==> config.mk <==
export PLATFORM = sky130hd
export DESIGN_NAME = affine_inv1d_seq
export DESIGN_NICKNAME = d
export VERILOG_FILES = /design/src/rtl/affine_inv_pkg.sv /design/src/rtl/affine_inv1d_seq_udiv_step.sv /design/src/rtl/affine_inv1d_seq.sv
export SDC_FILE = /design/constraint.sdc
export NUM_CORES = 1
export LEC_CHECK = 0
export CAP_MARGIN = 20
export CORE_ASPECT_RATIO = 0.6
export CORE_UTILIZATION = 40
export DETAILED_ROUTE_END_ITERATION = 7
export PLACE_DENSITY = 0.64
export SYNTH_ARGS = -nofsm -noshare
export SYNTH_HDL_FRONTEND = slang
export SYNTH_HIERARCHICAL = 1
export SYNTH_SLANG_ARGS = --single-unit
export TNS_END_PERCENT = 50
==> constraint.sdc <==
create_clock -name clk_in -period 3.4 [get_ports clk_in]
set_clock_uncertainty 0.2 [all_clocks]
set_input_delay 1.02 -clock clk_in [delete_from_list [all_inputs] [get_ports clk_in]]
set_output_delay 1.02 -clock clk_in [all_outputs]
set_load 0.01 [all_outputs]
==> src/rtl/affine_inv_pkg.sv <==
// affine_inv_pkg
//   Shared definitions for the sequential affine inverse x = (y - b) / m.
//   Holds the controller state encoding, the width/step-count helpers
//   derived from IW/QW, and the saturation magnitudes for a W-bit result.
//   Optional feature macro: AFFINE_INV_ROUND_EN (adds one guard quotient
//   step so the result can be rounded half away from zero).
package affine_inv_pkg;

  typedef enum logic [1:0] {
    IDLE = 2'd0,
    CALC = 2'd1,
    FIX  = 2'd2,
    DONE = 2'd3
  } state_t;

  // Numerator width: |y - b| needs W+1 bits, then QW fraction bits are
  // appended so the quotient keeps QW fraction bits.
  function automatic int calc_n(input int iw, input int qw);
    return iw + 2 * qw + 1;
  endfunction

  // Number of restoring steps; the rounding build computes one extra
  // quotient bit below the LSB to act as the guard bit.
  function automatic int calc_steps(input int iw, input int qw);
`ifdef AFFINE_INV_ROUND_EN
    return calc_n(iw, qw) + 1;
`else
    return calc_n(iw, qw);
`endif
  endfunction

  // Largest positive magnitude representable in a signed w-bit word.
  function automatic logic [63:0] sat_pos_mag(input int w);
    return (64'd1 << (w - 1)) - 64'd1;
  endfunction

  // Largest negative magnitude representable in a signed w-bit word.
  function automatic logic [63:0] sat_neg_mag(input int w);
    return 64'd1 << (w - 1);
  endfunction

endpackage

==> src/rtl/affine_inv1d_seq_udiv_step.sv <==
// udiv_step
//   One combinational restoring-division step.
//   Ports:
//     rem_in   - partial remainder from the previous step (always < div_in)
//     num_bit  - next numerator bit, MSB first
//     div_in   - unsigned divisor
//     rem_out  - updated partial remainder
//     q_bit    - quotient bit produced by this step
module udiv_step #(
  parameter int RW = 17,
  parameter int DW = 17
) (
  input  logic [RW-1:0] rem_in,
  input  logic          num_bit,
  input  logic [DW-1:0] div_in,
  output logic [RW-1:0] rem_out,
  output logic          q_bit
);

  logic [RW:0] trial;
  logic [RW:0] div_ext;

  always_comb begin
    trial   = {rem_in, num_bit};
    div_ext = (RW + 1)'(div_in);
    rem_out = RW'(trial);
    q_bit   = 1'b0;
    // The remainder entering a step is below the divisor, so after the
    // subtraction it fits back into RW bits.
    if (trial >= div_ext) begin
      rem_out = RW'(trial - div_ext);
      q_bit   = 1'b1;
    end
  end

endmodule

==> src/rtl/affine_inv1d_seq.sv <==
// affine_inv1d_seq
//   Sequential inverse of the fixed-point multiply-accumulate:
//   x = (y - b) / m in signed Q(IW).(QW), one quotient bit per cycle.
//   Optional feature macro: AFFINE_INV_ROUND_EN (round half away from zero
//   instead of truncation toward zero; latency grows by one cycle).
//   Ports:
//     clk_in, rst_n_in      - clock, asynchronous active-low reset
//     in_valid / in_ready   - operand handshake (y_in, m_in, b_in)
//     out_valid / out_ready - result handshake (x_out, sat_out, div0_out)
//     sat_out               - result was clamped to the W-bit range
//     div0_out              - m was zero
module affine_inv1d_seq
  import affine_inv_pkg::*;
#(
  parameter int IW = 8,
  parameter int QW = 8
) (
  input  logic             clk_in,
  input  logic             rst_n_in,
  input  logic             in_valid,
  output logic             in_ready,
  input  logic [IW+QW-1:0] y_in,
  input  logic [IW+QW-1:0] m_in,
  input  logic [IW+QW-1:0] b_in,
  output logic             out_valid,
  input  logic             out_ready,
  output logic [IW+QW-1:0] x_out,
  output logic             sat_out,
  output logic             div0_out
);

  localparam int W     = IW + QW;
  localparam int N     = calc_n(IW, QW);
  localparam int STEPS = calc_steps(IW, QW);
  localparam int RW    = W + 1;
  localparam int CW    = $clog2(STEPS + 1);

  localparam logic [63:0]      POS_LIM64 = sat_pos_mag(W);
  localparam logic [63:0]      NEG_LIM64 = sat_neg_mag(W);
  localparam logic [STEPS-1:0] POS_LIM   = POS_LIM64[STEPS-1:0];
  localparam logic [STEPS-1:0] NEG_LIM   = NEG_LIM64[STEPS-1:0];
  localparam logic [W-1:0]     POS_WORD  = {1'b0, {(W-1){1'b1}}};
  localparam logic [W-1:0]     NEG_WORD  = {1'b1, {(W-1){1'b0}}};

  state_t           state_q, state_d;
  logic [N-1:0]     num_q, num_d;
  logic [RW-1:0]    rem_q, rem_d;
  logic [W:0]       div_q, div_d;
  logic [STEPS-1:0] quo_q, quo_d;
  logic [CW-1:0]    cnt_q, cnt_d;
  logic             sign_q, sign_d;
  logic [W-1:0]     x_q, x_d;
  logic             sat_q, sat_d;
  logic             div0_q, div0_d;

  logic [W:0]       d_wide;
  logic [W:0]       d_abs;
  logic [W:0]       m_ext;
  logic [W:0]       m_abs;
  logic [STEPS-1:0] mag;
  logic [RW-1:0]    step_rem;
  logic             step_q;

  udiv_step #(
    .RW (RW),
    .DW (W + 1)
  ) u_step (
    .rem_in  (rem_q),
    .num_bit (num_q[N-1]),
    .div_in  (div_q),
    .rem_out (step_rem),
    .q_bit   (step_q)
  );

  always_comb begin
    // One extra bit keeps y - b exact for any pair of W-bit operands.
    d_wide = {y_in[W-1], y_in} - {b_in[W-1], b_in};
    d_abs  = d_wide[W] ? -d_wide : d_wide;
    m_ext  = {m_in[W-1], m_in};
    m_abs  = m_in[W-1] ? -m_ext : m_ext;

`ifdef AFFINE_INV_ROUND_EN
    // Drop the guard bit and add it back: half away from zero on magnitude.
    mag = {1'b0, quo_q[STEPS-1:1]} + {{(STEPS-1){1'b0}}, quo_q[0]};
`else
    mag = quo_q;
`endif

    state_d = state_q;
    num_d   = num_q;
    rem_d   = rem_q;
    div_d   = div_q;
    quo_d   = quo_q;
    cnt_d   = cnt_q;
    sign_d  = sign_q;
    x_d     = x_q;
    sat_d   = sat_q;
    div0_d  = div0_q;

    case (state_q)
      IDLE: begin
        if (in_valid) begin
          sign_d = d_wide[W] ^ m_in[W-1];
          num_d  = {d_abs, {QW{1'b0}}};
          div_d  = m_abs;
          rem_d  = '0;
          quo_d  = '0;
          cnt_d  = '0;
          sat_d  = 1'b0;
          div0_d = 1'b0;
          if (m_in == '0) begin
            div0_d  = 1'b1;
            state_d = DONE;
            if (d_wide == '0) begin
              x_d = '0;
            end else if (d_wide[W]) begin
              x_d   = NEG_WORD;
              sat_d = 1'b1;
            end else begin
              x_d   = POS_WORD;
              sat_d = 1'b1;
            end
          end else begin
            state_d = CALC;
          end
        end
      end
      CALC: begin
        // Numerator shifts out MSB first; zeros follow once it is consumed,
        // which is what the optional guard step needs.
        rem_d = step_rem;
        quo_d = {quo_q[STEPS-2:0], step_q};
        num_d = {num_q[N-2:0], 1'b0};
        cnt_d = cnt_q + 1'b1;
        if (cnt_q == CW'(STEPS - 1)) begin
          state_d = FIX;
        end
      end
      FIX: begin
        if (!sign_q && (mag > POS_LIM)) begin
          x_d   = POS_WORD;
          sat_d = 1'b1;
        end else if (sign_q && (mag > NEG_LIM)) begin
          x_d   = NEG_WORD;
          sat_d = 1'b1;
        end else if (sign_q) begin
          x_d = -mag[W-1:0];
        end else begin
          x_d = mag[W-1:0];
        end
        state_d = DONE;
      end
      DONE: begin
        if (out_ready) begin
          state_d = IDLE;
        end
      end
      default: state_d = IDLE;
    endcase
  end

  always_ff @(posedge clk_in or negedge rst_n_in) begin
    if (!rst_n_in) begin
      state_q <= IDLE;
      num_q   <= '0;
      rem_q   <= '0;
      div_q   <= '0;
      quo_q   <= '0;
      cnt_q   <= '0;
      sign_q  <= 1'b0;
      x_q     <= '0;
      sat_q   <= 1'b0;
      div0_q  <= 1'b0;
    end else begin
      state_q <= state_d;
      num_q   <= num_d;
      rem_q   <= rem_d;
      div_q   <= div_d;
      quo_q   <= quo_d;
      cnt_q   <= cnt_d;
      sign_q  <= sign_d;
      x_q     <= x_d;
      sat_q   <= sat_d;
      div0_q  <= div0_d;
    end
  end

  assign in_ready  = (state_q == IDLE);
  assign out_valid = (state_q == DONE);
  assign x_out     = x_q;
  assign sat_out   = sat_q;
  assign div0_out  = div0_q;

endmodule

== Word-level counts from Yosys, hierarchy flattened ==
Cells that the tools add are included.

* $lt $le $gt $ge: 3
* Multiplexer cells: 32
* Reductions and logical operators: 13
* Equal/unequal tests: 9
* Bitwise gates (word level): 1
* Add/subtract/negate cells: 6

{| class="wikitable"
|+ Operators with widths
! operator !! number
|-
| 16-bit two-way mux || 7
|-
| 25-bit one-hot mux with 2 select lines || 2
|-
| 17-bit two-way mux || 4
|-
| 25-bit two-way mux || 2
|-
| 17-bit negation || 2
|-
| 17-bit one-hot mux with 2 select lines || 1
|-
| 16-bit one-hot mux with 2 select lines || 1
|-
| 25-bit by 15-bit > comparator with 1-bit output (second input constant) || 1
|-
| 25-bit by 16-bit > comparator with 1-bit output (second input constant) || 1
|-
| 18-bit by 17-bit >= comparator with 1-bit output || 1
|-
| 17-bit zero test || 1
|-
| 16-bit by 16-bit subtractor with 17-bit output || 1
|-
| 17-bit subtractor || 1
|-
| 16-bit zero test || 1
|-
| 16-bit negation || 1
|-
| 5-bit one-hot mux with 2 select lines || 1
|-
| 3-bit AND reduction || 3
|-
| 2-bit two-way mux || 4
|-
| 2-bit one-hot mux with 4 select lines || 1
|-
| 1-bit two-way mux || 7
|-
| 5-bit by 1-bit adder with 5-bit output (second input constant) || 1
|-
| 5-bit equality test (second input constant) || 1
|-
| 5-bit two-way mux || 1
|-
| 2-bit equality test (second input constant) || 2
|-
| 11 further kinds || 16
|}

* Register bits: 110
* Input port bits: 52
* Word-level logic and storage cells: 74

== Longest topological paths before layout ==
* Depth after elaboration: 6
* Depth in mapped cells: 13

== Modules after synthesis ==
Netlist, hierarchy kept.

{| class="wikitable"
|+ Modules (own cells, without submodules)
! module !! area each (µm²) !! cells each !! instances
|-
| affine_inv1d_seq || 6207.2 || 667 || 1
|-
| udiv_step || 1182.4 || 152 || 1
|}

== Worst setup path after synthesis ==
OpenSTA, ideal clock, no wires.

* Kind: input -> register
* From: in y_in[0]
* To: reg num_q[24]
* Data required time: 3118 ps
* Slack: -371 ps
* Stages on the path: 12
* Arrival time: 3489 ps
* Path through: inv_1 -> ha_1 -> fa_1 -> nor2b_1 -> o21ai_1 -> a211o_1 -> and2_1 -> a31oi_1 -> xnor2_1 -> nand3_2 -> or4_1 -> a31oi_1

* Cells in the longest elaborated chain, start to end: 5

{| class="wikitable"
|+ RTL lines
! element !! RTL line !! text
|-
| start: declaration || affine_inv1d_seq.sv:22 || <nowiki>input logic [IW+QW-1:0] y_in,</nowiki>
|-
| 16-bit by 16-bit subtractor with 17-bit output (*) || affine_inv1d_seq.sv:77 || <nowiki>d_wide = {y_in[W-1], y_in} - {b_in[W-1], b_in};</nowiki>
|-
| 17-bit negation || affine_inv1d_seq.sv:78 || <nowiki>d_abs = d_wide[W] ? -d_wide : d_wide;</nowiki>
|-
| 17-bit two-way mux (*) || affine_inv1d_seq.sv:78 ||
|-
| 25-bit two-way mux (*) || affine_inv1d_seq.sv:102 || <nowiki>if (in_valid) begin</nowiki>
|-
| 25-bit one-hot mux with 2 select lines (*) || affine_inv1d_seq.sv:100 || <nowiki>case (state_q)</nowiki>
|-
| end signal: assignment || affine_inv1d_seq.sv:176 || <nowiki>num_q <= num_d;</nowiki>
|-
| end: declaration || affine_inv1d_seq.sv:46 || <nowiki>logic [N-1:0] num_q, num_d;</nowiki>
|}

Mark *: on every way between the ends. The rest lies on a longest branch, timed or not. The select of a mux whose other input is x is not followed.
A chain may end at the register's enable or synchronous reset.

== Final worst setup path ==
* From: in b_in[4]
* To: reg x_q[14] (netlist: x_out[14])

* Cells in the longest elaborated chain, start to end: 6

{| class="wikitable"
|+ RTL lines
! element !! RTL line !! text
|-
| start: declaration || affine_inv1d_seq.sv:24 || <nowiki>input logic [IW+QW-1:0] b_in,</nowiki>
|-
| 16-bit by 16-bit subtractor with 17-bit output (*) || affine_inv1d_seq.sv:77 ||
|-
| 17-bit zero test or 16-bit two-way mux (tied branches) || affine_inv1d_seq.sv:114, affine_inv1d_seq.sv:116 ||
|-
| 16-bit two-way mux (*) || affine_inv1d_seq.sv:114 || <nowiki>if (d_wide == '0) begin</nowiki>
|-
| 16-bit two-way mux (*) || affine_inv1d_seq.sv:111 || <nowiki>if (m_in == '0) begin</nowiki>
|-
| 16-bit two-way mux (*) || affine_inv1d_seq.sv:102 ||
|-
| 16-bit one-hot mux with 2 select lines (*) || affine_inv1d_seq.sv:100 ||
|-
| end signal: assignment || affine_inv1d_seq.sv:171 || <nowiki>x_q <= '0;</nowiki>
|-
| end signal: assignment || affine_inv1d_seq.sv:182 || <nowiki>x_q <= x_d;</nowiki>
|-
| end: declaration || affine_inv1d_seq.sv:52 || <nowiki>logic [W-1:0] x_q, x_d;</nowiki>
|}

Marked as above.

==> impl_metrics.csv <==
group,metric,value,unit
floorplanning,core,18100,um^2
timing,slew_violations,0,
global_routing,grt_usage,22.5,%
timing,maxSlewHeadroom,55.5,%
placement,io_buffers,71,
clocking,cts-root-buf,"clkbuf_16",
detailed_routing,antenna_left,0,
clocking,h-tree-depth,3,
critical_path,cp.arrival,3.58,ns
global_routing,grt_pass1_wl,33500,um
floorplanning,initial_utilization,40.9,%
power,vdd_drop_max,0.379,mV
critical_path,critical_path.slowest_cell,"a311oi_4",
detailed_routing,num_vias,6734,
timing,tns,-2.06,ns
critical_path,worstSetupStartpointType,"input port",
outcome,violations,"negative setup slack",
clocking,cts.sinks,102,
detailed_routing,wl_per_cell,16.6,um
detailed_routing,drc,0,
critical_path,cpPeakStageDelay,0.50,ns
min_path,hp-class,"reg2reg",
synth,yosysSeqAreaShare,34.5,%
timing,fin_crit_sh,104,%
global_routing,grt_max_degree,45,
clocking,clk_pin_slew,0.07,ns
timing,whs,0.283,ns
power,p_sw,0.00326,W
power,power.internal,0.00430,W
detailed_routing,drt_iter0_drc,515,
synth,yosysUniqueCellTypes,81,
finish,regArea,2550,um^2
floorplanning,num_io_pins,72,
detailed_routing,vias_per_cell,5.41,
synth,yosysWarnings,6,
finish,num-fill-cells,1604,
timing,rsz0062_at_grt,"yes",
floorplanning,row_count,38,
synth,yosys.area.top_type_share,34.5,%
timing,period_needed,3.54,ns
floorplanning,die_width,177,um
detailed_routing,wl,20700,um
placement,dp_hpwl,14800,um
finish,syn_to_final_growth,38.9,%
global_routing,first_global_vias,6401,
clocking,cts_buffers,9,
placement,place.gp.congestion,0.879,
power,power_frac_seq,24.7,%
clocking,cts_buffer_depth,2,
finish,drive_above_1_share,28.5,%
floorplanning,dieArea,19000,um^2
critical_path,crit_fanout,7,
critical_path,crit_chain,"clkdlybuf4s15_1 -> inv_2 -> ha_4 -> o2111ai_4 -> a311oi_4 -> o211ai_1 -> a211oi_2 -> o211a_1 -> nand3_2 -> buf_6 -> o211ai_4 -> clkbuf_16 -> nand2_1",
clocking,cts_tree,"built",
synth,avgSynthCellArea,9.02,um^2
synth,synthArstFlopShare,100,%
power,swShare,43.1,%
synth,synth_top_area_cell,"dfrtp_1",
flow_run,cap_viol_max_count,0,
synth,synthTopCellsByArea,"dfrtp_1, ha_1, o21ai_0, a22o_1, nand2_1",
clocking,cts_hold_buf,0,
clocking,clk_latency,0.36,ns
timing,finalHoldViolCount,0,
timing,setup_viol,21,
critical_path,endpoint_kind,"register",
timing,fmax,283,MHz
timing,setup_ws,-0.136,ns
synth,mappedNetlistArea,7390,um^2
power,power.density,737,nW/um^2
floorplanning,die_h,107,um
power,pwr-share-comb,61.0,%
synth,synth_edf_count,0,
power,power.clock.fraction,14.3,%
synth,synth_cells,819,
critical_path,crit_type,"in2reg",
global_routing,antenna_found_initial,0,
finish,nNetsFinal,1097,
finish,multi_input_area,5030,um^2
outcome,status,"finished with violations",
synth,ys_ff_latch,102,
synth,syn_nets,917,
global_routing,grt-ovfl-total,0,
finish,diodes,0,
synth,ys_dominant_reg_cell,"dfrtp_1",
critical_path,worstPathRequired,3.45,ns
power,power.leakage,4.75,nW
timing,tightest_slew,0.666,ns
detailed_routing,firstDrtPassIters,5,
[power groups by stage]
stage                     combinational, W  sequential (W)  clock [W]
after CTS                          0.00448         0.00186    0.00111
after floorplan                    0.00307         0.00180          0
after global routing               0.00503         0.00191    0.00116
after detailed placement           0.00432         0.00187          0
final                              0.00461         0.00187    0.00108
after global placement             0.00425         0.00187          0
[sequential cells by signal, summed over array words and instances, names as in the netlist, 2 cells and up]
signal	count
mag	25
div_q	17
num_q	17
rem_q	17
x_out	16
cnt_q	5
state_q	2
[Yosys cell counts, types with 3 or more instances]
cell type / number
nand2b_1: 12
xnor2_1: 24
mux2i_1: 16
or2_2: 3
ha_1: 44
o22ai_1: 3
a21boi_0: 5
nand4b_1: 4
xor2_1: 36
nor3_1: 11
nand3_1: 20
a21o_1: 7
dfrtp_1: 102
nor2b_1: 6
and3_1: 7
nand2_1: 92
inv_1: 54
a22o_1: 40
o21ai_0: 75
o21ai_1: 4
a31oi_1: 5
o211ai_1: 8
nor4_1: 8
or4_1: 5
clkbuf_1: 28
a21oi_1: 46
mux2_4: 10
o31ai_1: 9
nand4_1: 6
a22oi_1: 16
and2_1: 8
nor2_1: 22
or3_1: 11
o41ai_1: 5
o21a_1: 5
o31ai_2: 3
[worst paths after layout]
path | cells past startpoint | start | slack [ns] | endpoint
max in group asynchronous | 2 | rst_n_in | 1.84 | x_out[9]
min reg2reg | 2 | div_q[12] | 0.28 | div_q[12]
max | 13 | b_in[4] | -0.14 | x_out[14]
min in group asynchronous | 1 | rst_n_in | 0.44 | div0_out
max reg2reg | 10 | mag[0] | 0.34 | x_out[15]
min | 2 | div_q[12] | 0.28 | div_q[12]
[worst max-delay path, delay by kind of cell]
kind,cells,cell delay [ns]
adders and majority gates,1,0.30
buffers and inverters,4,0.55
AOI/OAI and AO/OA,6,1.55
and+or+nand+nor,2,0.15
[per-layer routing]
metal | global-route usage (%) | vias up | routed length [um]
li1 | - | 3332 | -
met1 | 36.6 | 3191 | 11200
met2 | 30.1 | 201 | 7980
met3 | 4.52 | 10 | 1370
met4 | 3.48 | 0 | 122
met5 | 0 | - | 0
[per-stage QoR]
| step | setup slack, ns | utilization [%] | cells | total power, W | instance area, um^2 |
|---|---|---|---|---|---|
| 2_1_floorplan | -0.215 | - | 819 | 0.00487 | 7470 |
| 3_3_place_gp | -1.04 | 51.4 | 1214 | 0.00612 | 9290 |
| 3_5_place_dp | -1.08 | 51.4 | 1214 | 0.00618 | 9290 |
| 4_1_cts | -0.141 | 55.9 | 1242 | 0.00745 | 10100 |
| 5_1_grt | -0.244 | 56.8 | 1244 | 0.00810 | 10300 |
| 6_report | -0.136 | 56.8 | 1244 | 0.00756 | 10300 |
[final cells by class]
type	instances	share of cell area [%]
Clock buffer	11	2.36
Timing Repair Buffer	204	17.9
Clock inverter	5	0.622
Sequential cell	102	24.9
Multi-Input combinational cell	626	49.0
Tap cell	240	2.93
Inverter	56	2.29
[placed cells by master, fill, tap and decap left out, drive strengths merged, types with 12 or more instances in the layout]
cell and instances:
mux2 12, clkdlybuf4s50 44, a21oi 49, or3 13
ha 44, nor2 22, buf 139, nand2 92
a22o 40, o31ai 12, nand2b 12, a22oi 16
xnor2 24, mux2i 16, clkbuf 14, dfrtp 102
inv 57, o21ai 79, xor2 36, nand3 22
[logic make-up (layout without fill, tap and decap cells)]
family	count (synthesis)	in the layout	synth area share [%]
AO/OA/AOI/OAI	262	262	24.7
AND/OR/NAND/NOR	230	230	15.9
flip-flops	102	102	34.5
buffers and inverters	91	276	5.25
XOR/XNOR	60	60	7.11
adder cells (fa/ha/maj)	46	46	7.99
multiplexers	28	28	4.50
[what timing repair did]
item                       4_1_cts  5_1_grt
cloned                           2        0
buffers inserted                11        2
pin swaps                       41       19
gates resized for setup        131       43
setup endpoints to repair       34       32
Note: power is estimated with default switching activity, not from simulation.
